<file path="src/rtl/serial_parity_accumulator.sv">
// ---------------------------------------------------------------------------
// serial_parity_accumulator
//
// Folds a serial bit stream into one parity bit per frame of FRAME_LEN bits
// and counts the ones in that frame. Input and output use valid/ready
// handshakes. A finished result is held (with backpressure) until the
// consumer takes it.
//
// Build option:
//   PARITY_CHECK_EN  (macro) - when defined, every frame carries one extra
//                    received parity bit after the data bits. The block
//                    compares that bit with its own parity and flags any
//                    mismatch on out_err. When undefined, out_err is
//                    always 0.
//
// Parameters:
//   FRAME_LEN - data bits per frame (2 .. 2**CNT_W-1, or 2**CNT_W-2 when
//               the received parity bit is also counted)
//   CNT_W     - width of the bit counter and of out_ones
//   ODD       - 0: even parity (XOR of the bits), 1: odd parity (inverted)
//
// Ports:
//   clk        - clock; all state changes on the rising edge
//   rst_n      - synchronous active-low reset
//   flush      - synchronous discard of a partial frame (ignored in HOLD)
//   in_valid   - in_bit is valid
//   in_ready   - block accepts in_bit this cycle
//   in_bit     - serial data bit
//   out_valid  - result is valid
//   out_ready  - downstream accepts the result
//   out_parity - frame parity
//   out_ones   - number of 1 data bits in the frame
//   out_err    - received parity mismatch (checker build only)
// ---------------------------------------------------------------------------
module serial_parity_accumulator #(
    parameter int FRAME_LEN = 8,
    parameter int CNT_W     = 4,
    parameter int ODD       = 0
) (
    input  logic             clk,
    input  logic             rst_n,
    input  logic             flush,
    input  logic             in_valid,
    output logic             in_ready,
    input  logic             in_bit,
    output logic             out_valid,
    input  logic             out_ready,
    output logic             out_parity,
    output logic [CNT_W-1:0] out_ones,
    output logic             out_err
);

    typedef enum logic [1:0] {
        ST_IDLE,
        ST_ACCUM,
        ST_HOLD
    } state_t;

    localparam logic ODD_BIT = (ODD != 0);

    // Counter value on the beat that ends the frame. In the checker build
    // the final beat is the received parity bit, one position later.
`ifdef PARITY_CHECK_EN
    localparam logic [CNT_W-1:0] LAST_CNT = CNT_W'(FRAME_LEN);
`else
    localparam logic [CNT_W-1:0] LAST_CNT = CNT_W'(FRAME_LEN - 1);
`endif

    state_t           state_reg, state_next;
    logic [CNT_W-1:0] cnt_reg, cnt_next;
    logic             acc_reg, acc_next;
    logic [CNT_W-1:0] ones_reg, ones_next;
    logic             par_reg, par_next;
    logic [CNT_W-1:0] ones_out_reg, ones_out_next;
    logic             in_beat;

`ifdef PARITY_CHECK_EN
    logic             err_reg, err_next;
`endif

    // in_ready is a function of state, flush and reset only, never of the
    // output side, so no combinational path runs from out_ready to in_ready.
    assign in_ready   = rst_n && !flush && (state_reg != ST_HOLD);
    assign in_beat    = in_valid && in_ready;
    assign out_valid  = (state_reg == ST_HOLD);
    assign out_parity = par_reg;
    assign out_ones   = ones_out_reg;

`ifdef PARITY_CHECK_EN
    assign out_err = err_reg;
`else
    assign out_err = 1'b0;
`endif

    always_comb begin
        state_next    = state_reg;
        cnt_next      = cnt_reg;
        acc_next      = acc_reg;
        ones_next     = ones_reg;
        par_next      = par_reg;
        ones_out_next = ones_out_reg;
`ifdef PARITY_CHECK_EN
        err_next      = err_reg;
`endif
        case (state_reg)
            ST_IDLE: begin
                if (flush) begin
                    cnt_next  = '0;
                    acc_next  = 1'b0;
                    ones_next = '0;
                end else if (in_beat) begin
                    acc_next   = in_bit;
                    ones_next  = CNT_W'(in_bit);
                    cnt_next   = CNT_W'(1);
                    state_next = ST_ACCUM;
                end
            end
            ST_ACCUM: begin
                if (flush) begin
                    cnt_next   = '0;
                    acc_next   = 1'b0;
                    ones_next  = '0;
                    state_next = ST_IDLE;
                end else if (in_beat) begin
                    if (cnt_reg == LAST_CNT) begin
`ifdef PARITY_CHECK_EN
                        // Final beat is the received parity bit: it is
                        // compared, not folded or counted.
                        par_next      = acc_reg ^ ODD_BIT;
                        ones_out_next = ones_reg;
                        err_next      = acc_reg ^ ODD_BIT ^ in_bit;
`else
                        par_next      = acc_reg ^ in_bit ^ ODD_BIT;
                        ones_out_next = ones_reg + CNT_W'(in_bit);
`endif
                        state_next    = ST_HOLD;
                    end else begin
                        acc_next  = acc_reg ^ in_bit;
                        ones_next = ones_reg + CNT_W'(in_bit);
                        cnt_next  = cnt_reg + CNT_W'(1);
                    end
                end
            end
            ST_HOLD: begin
                // flush is deliberately ignored here: a finished frame is
                // always delivered.
                if (out_ready) begin
                    cnt_next   = '0;
                    acc_next   = 1'b0;
                    ones_next  = '0;
                    state_next = ST_IDLE;
                end
            end
            default: begin
                state_next = ST_IDLE;
            end
        endcase
    end

    always_ff @(posedge clk) begin
        if (!rst_n) begin
            state_reg    <= ST_IDLE;
            cnt_reg      <= '0;
            acc_reg      <= 1'b0;
            ones_reg     <= '0;
            par_reg      <= 1'b0;
            ones_out_reg <= '0;
`ifdef PARITY_CHECK_EN
            err_reg      <= 1'b0;
`endif
        end else begin
            state_reg    <= state_next;
            cnt_reg      <= cnt_next;
            acc_reg      <= acc_next;
            ones_reg     <= ones_next;
            par_reg      <= par_next;
            ones_out_reg <= ones_out_next;
`ifdef PARITY_CHECK_EN
            err_reg      <= err_next;
`endif
        end
    end

endmodule
</file>
<file path="config.mk">
export PLATFORM = sky130hd
export DESIGN_NAME = serial_parity_accumulator
export DESIGN_NICKNAME = d
export VERILOG_FILES = /design/src/rtl/serial_parity_accumulator.sv
export SDC_FILE = /design/constraint.sdc
export NUM_CORES = 1
export LEC_CHECK = 0
export CAP_MARGIN = 15
export CORE_MARGIN = 2
export CORE_UTILIZATION = 51
export CTS_CLUSTER_DIAMETER = 30
export DETAILED_ROUTE_END_ITERATION = 8
export PLACE_DENSITY = 0.86
export SETUP_SLACK_MARGIN = 0.2
export SLEW_MARGIN = 20
export SYNTH_ARGS = -nofsm -noshare
export SYNTH_HDL_FRONTEND = slang
export SYNTH_SLANG_ARGS = --single-unit
</file>
<file path="constraint.sdc">
create_clock -name clk -period 2.69 [get_ports clk]
set_input_delay 0.4035 -clock clk [delete_from_list [all_inputs] [get_ports clk]]
set_output_delay 0.4035 -clock clk [all_outputs]
set_load 0.01 [all_outputs]
</file>
# Yosys cells after proc, flatten, opt, wreduce, memory -nomap -nowiden
# Cells that the tools add are included.
# word_totals
output_inout_bits,8
latchBits,0
mem_count,0
register_bits,16
elab_cells,57
ramBits,0
romBits,0
in_bits,6
# classes
n_div,0
reduce_logical,9
n_mux,27
mul,0
eq_ne,11
shifts,0
add_sub_neg,2
n_bitwise,2
order_cmp,0
# op_table
op,count
$mux W4,11
$pmux W4 S3,2
$mux W2,6
$ne A3 B3 Y1 const B,4
$reduce_and A5 Y1,2
$mux W1,6
$ne A2 B2 Y1 const B,3
$pmux W2 S3,1
$add A4 B1 Y4,1
$add A4 B1 Y4 const B,1
$eq A4 B3 Y1 const B,1
$reduce_and A4 Y1,1
$logic_and A1 B1 Y1,3
$pmux W1 S3,1
$reduce_bool A3 Y1,1
$eq A2 B1 Y1 const B,1
$eq A2 B2 Y1 const B,1
$logic_not A2 Y1,1
$ne A2 B1 Y1 const B,1
$logic_not A1 Y1,1
$not A1 Y1,1
$xor A1 B1 Y1,1

# Longest topological paths before layout
# logic_depth
depth_word,7
mapped_depth,6
mapped_depth_nobuf,6

# Least setup slack after synthesis
# OpenSTA, ideal clock, no wires.
# synth_timing
path_kind,reg2reg
startpoint,reg state_reg[0]
endpoint,reg ones_reg[0]
synth_period_minus_slack_ns,1.928
slack_ns,0.762
n_path_buf,0
t_required_ns,2.621
path_stages_with_launch,7
arrival_time_ns,1.859
path_cell_list,dfxtp_1 > inv_1 > ha_1 > nand3b_1 > a211o_1 > or4_1 > o21ai_1
# synth_between
elab_cells_between_ends,13
# synth_rtl
element,line,source
"start, declared",69,"state_t state_reg, state_next;"
"start signal, assigned",172,state_reg <= state_next;
$eq A2 B2 Y1 (*),--,
via out_valid,46,"output logic out_valid,"
$ne A2 B1 Y1 (no line) / $reduce_bool A3 Y1 (equally long branches),--,
$reduce_and A5 Y1 (no line),--,
"end signal, assigned",175,ones_reg <= ones_next;
"end, declared",72,"logic [CNT_W-1:0] ones_reg, ones_next;"
# Mark *: on every way through the listed nets, which the timed path passes. The rest lies on a longest branch.
# A chain may end at the register's enable or synchronous reset.

# Worst setup path in the final report
# layout_timing
startpoint,in rst_n
endpoint,out in_ready
# layout_between
elab_chain_len,2
# layout_rtl
element,line,source
"start, declared",41,"input logic rst_n,"
$logic_and A1 B1 Y1 (2 in series),83,assign in_ready = rst_n && !flush && (state_reg != ST_HOLD);
"end, declared",44,"output logic in_ready,"
# No other way between the ends.

==> impl_metrics.toml <==
[setup_path]
ff2ff_path_depth = 6
startpoint = "rst_n"
cp.arrival_ns = 1.91
crit_required_ns = 2.29
crit_chain = "clkdlybuf4s50_1 -> inv_2 -> nor3_1 -> clkdlybuf4s50_1"
cpMostUsedCell = "clkdlybuf4s50_1"
crit_fanout = 8
rr_endpoint = "ones_reg[0]$_SDFFE_PN0P_"
crit_path_end_kind = "output port"
worstSetupPathType = "in -> out"
r2r_start = "state_reg[0]$_SDFFE_PN0P_"
start_kind = "primary input"
critical_path.max_stage_delay_ns = 0.61
reg2reg_slack_ns = 0.55
cp_slowest_cell = "clkdlybuf4s50_1"

[layout]
nFillCells = 151
drive_above_1_share = 0.0650
final_nets = 137
area_delta_synth_final_pct = 20.3
multi_input_area_um2 = 553
sequential_cell_area_um2 = 320
antenna_cells = 0

[global_route]
antenna_found_initial = 0
grt.overflow.total = 0
grt_pass1_vias = 767
grt_max_degree = 10
grt_use_total = 0.225
grt_pass1_wl_mm = 3.44

[floorplanning]
fp-row-count = 15
coreArea_um2 = 1710
die_h_um = 46.2
die_area_um2 = 2130
pin_count = 14
dieWidth_um = 46.2
initial_core_util = 0.531

[routing]
viasPerCell = 5.73
wl_mm = 1.98
drtIter0Drc = 39
drc = 0
routed_wire_length_per_instance_um = 13.4
vias = 848
ant_nets = 0
dr.pass1.iters = 4

[synth]
ys_seq_area_frac = 0.353
synth_edf_count = 0
syn_avg_cell_area_um2 = 8.40
mappedNetlistArea_um2 = 907
syn_inst = 108
yosys_register_bits = 16
yosysWarningCount = 0
synth_cell_types = 35
synthArstFlopShare = 0
ys.flop_type = "dfxtp_1"
synth_nets = 121

[min_path]
holdPathStages = 1
hp-start = "cnt_reg[3]$_SDFFE_PN0P_"
hold_class = "reg -> reg"
min_to = "cnt_reg[3]$_SDFFE_PN0P_"

[clock_tree]
cts_inserted_buffers = 3
clockBufferDepth = 2
cts_hold_buf = 0
clkTransAtPathRegs_ns = 0.09
cts_tree = "built"
cts.htree.levels = 1
cts-root-buf = "clkbuf_4"
clock_latency_ns = 0.28
clock-sinks = 16
ctsResizeCount = 0
postCtsSetupBuffers = 0

[sta]
slew-limit-headroom = 0.642
clock.fmax_mhz = 433
worstMarginPinSlew_ns = 0.534
timing.final.crit_share = 0.859
rsz0062_at_grt = "no"
finalSetupViolCount = 0
finClkSkew_ns = 0.00373
drv_slew = 0
fin_crit_ns = 2.31
setup_slack_ns = 0.380
setup_tns_ns = 0
final_hold_viol_count = 0

[place]
place.gp.congestion = 0.922
io_buffer_count = 12
hpwl_mm = 1.51
place_ws_ns = 0.335

[power]
ir_drop_v = 0.000569
cellLeakagePower_nw = 0.419
power_density_nw_per_um2 = 560

[run]
drv_cap = 0

[status]
outcome = "completed"
cell families (layout without fill, tap and decap cells):
group           count (synthesis)  in the layout  synth area share
compound gates                 27             27             0.195
xor+xnor                        3              3            0.0290
fa+ha+maj                       7              7            0.0965
buf+inv                         8             23            0.0372
flops                          16             16             0.353
mux                             4              4            0.0441
other cells                     1              1           0.00413
simple gates                   42             42             0.241
worst max-delay path: cells and delay by family:
| kind | cells | cell delay, ns |
|---|---|---|
| and+or+nand+nor | 1 | 0.19 |
| buffers and inverters | 3 | 1.31 |
cell usage in the layout, fill, tap and decap left out, types with 3 or more instances in the layout:
cell type and n:
ha_1 7, nand3_1 5, clkbuf_4 3, nor2_1 11
nand2_1 7, nand2b_1 3, a21oi_1 6, a211oi_1 5
o21ai_0 6, mux2i_1 4, dfxtp_1 16, nand3b_1 4
clkdlybuf4s50_1 12, nor3_1 3, inv_1 5
final cells by class:
| class | count | share of cell area |
|---|---|---|
| inverter | 6 | 0.0206 |
| multi-input combinational | 84 | 0.507 |
| timing repair buffer | 13 | 0.117 |
| sequential | 16 | 0.294 |
| tap | 25 | 0.0287 |
| clock buffer | 4 | 0.0333 |
metrics by stage:
stage / power [W] / area, µm² / utilization / std cells / hold WS (ns)
2_1_floorplan: 0.000403 / 907 / - / 108 / 0.429
3_3_place_gp: 0.000444 / 1050 / 0.618 / 144 / 0.442
3_5_place_dp: 0.000453 / 1050 / 0.618 / 144 / 0.462
4_1_cts: 0.000612 / 1090 / 0.639 / 148 / 0.473
5_1_grt: 0.000654 / 1090 / 0.639 / 148 / 0.515
6_report: 0.000611 / 1090 / 0.639 / 148 / 0.469
cells in the mapped netlist (all sizes together), types with 3 or more instances:
master  count  area share
mux2i       4       0.044
a21oi       6       0.033
nand2       7       0.029
o21ai       7       0.039
nor2       11       0.046
a211oi      5       0.041
nand3b      4       0.033
dfxtp      16        0.35
nand2b      3       0.021
nor3        4       0.028
inv         6       0.025
ha          7       0.097
nand3       5       0.028
per-layer routing:
metal,GRT usage,up-vias,part of all wire
met5,0,-,0
met4,0.0914,0,0.016
met3,0.0706,6,0.072
met2,0.367,38,0.48
met1,0.273,388,0.43
li1,-,416,-
where the power goes:
part	leakage, nW	internal, W	switching (W)
combinational	0.269	0.0000731	0.000117
clock	0.0210	0.0000824	0.0000738
sequential	0.130	0.000252	0.0000130
total	0.419	0.000408	0.000204
how the worst max path moves through the flow:
stage	to	slack, ns
final	in_ready	0.38
after floorplan	ones_reg[0]$_SDFFE_PN0P_	0.76
after global routing	in_ready	0.29
after detailed placement	in_ready	0.33
after CTS	in_ready	0.33
after global placement	in_ready	0.34
No activity file was read; power rests on OpenSTA's default activity.
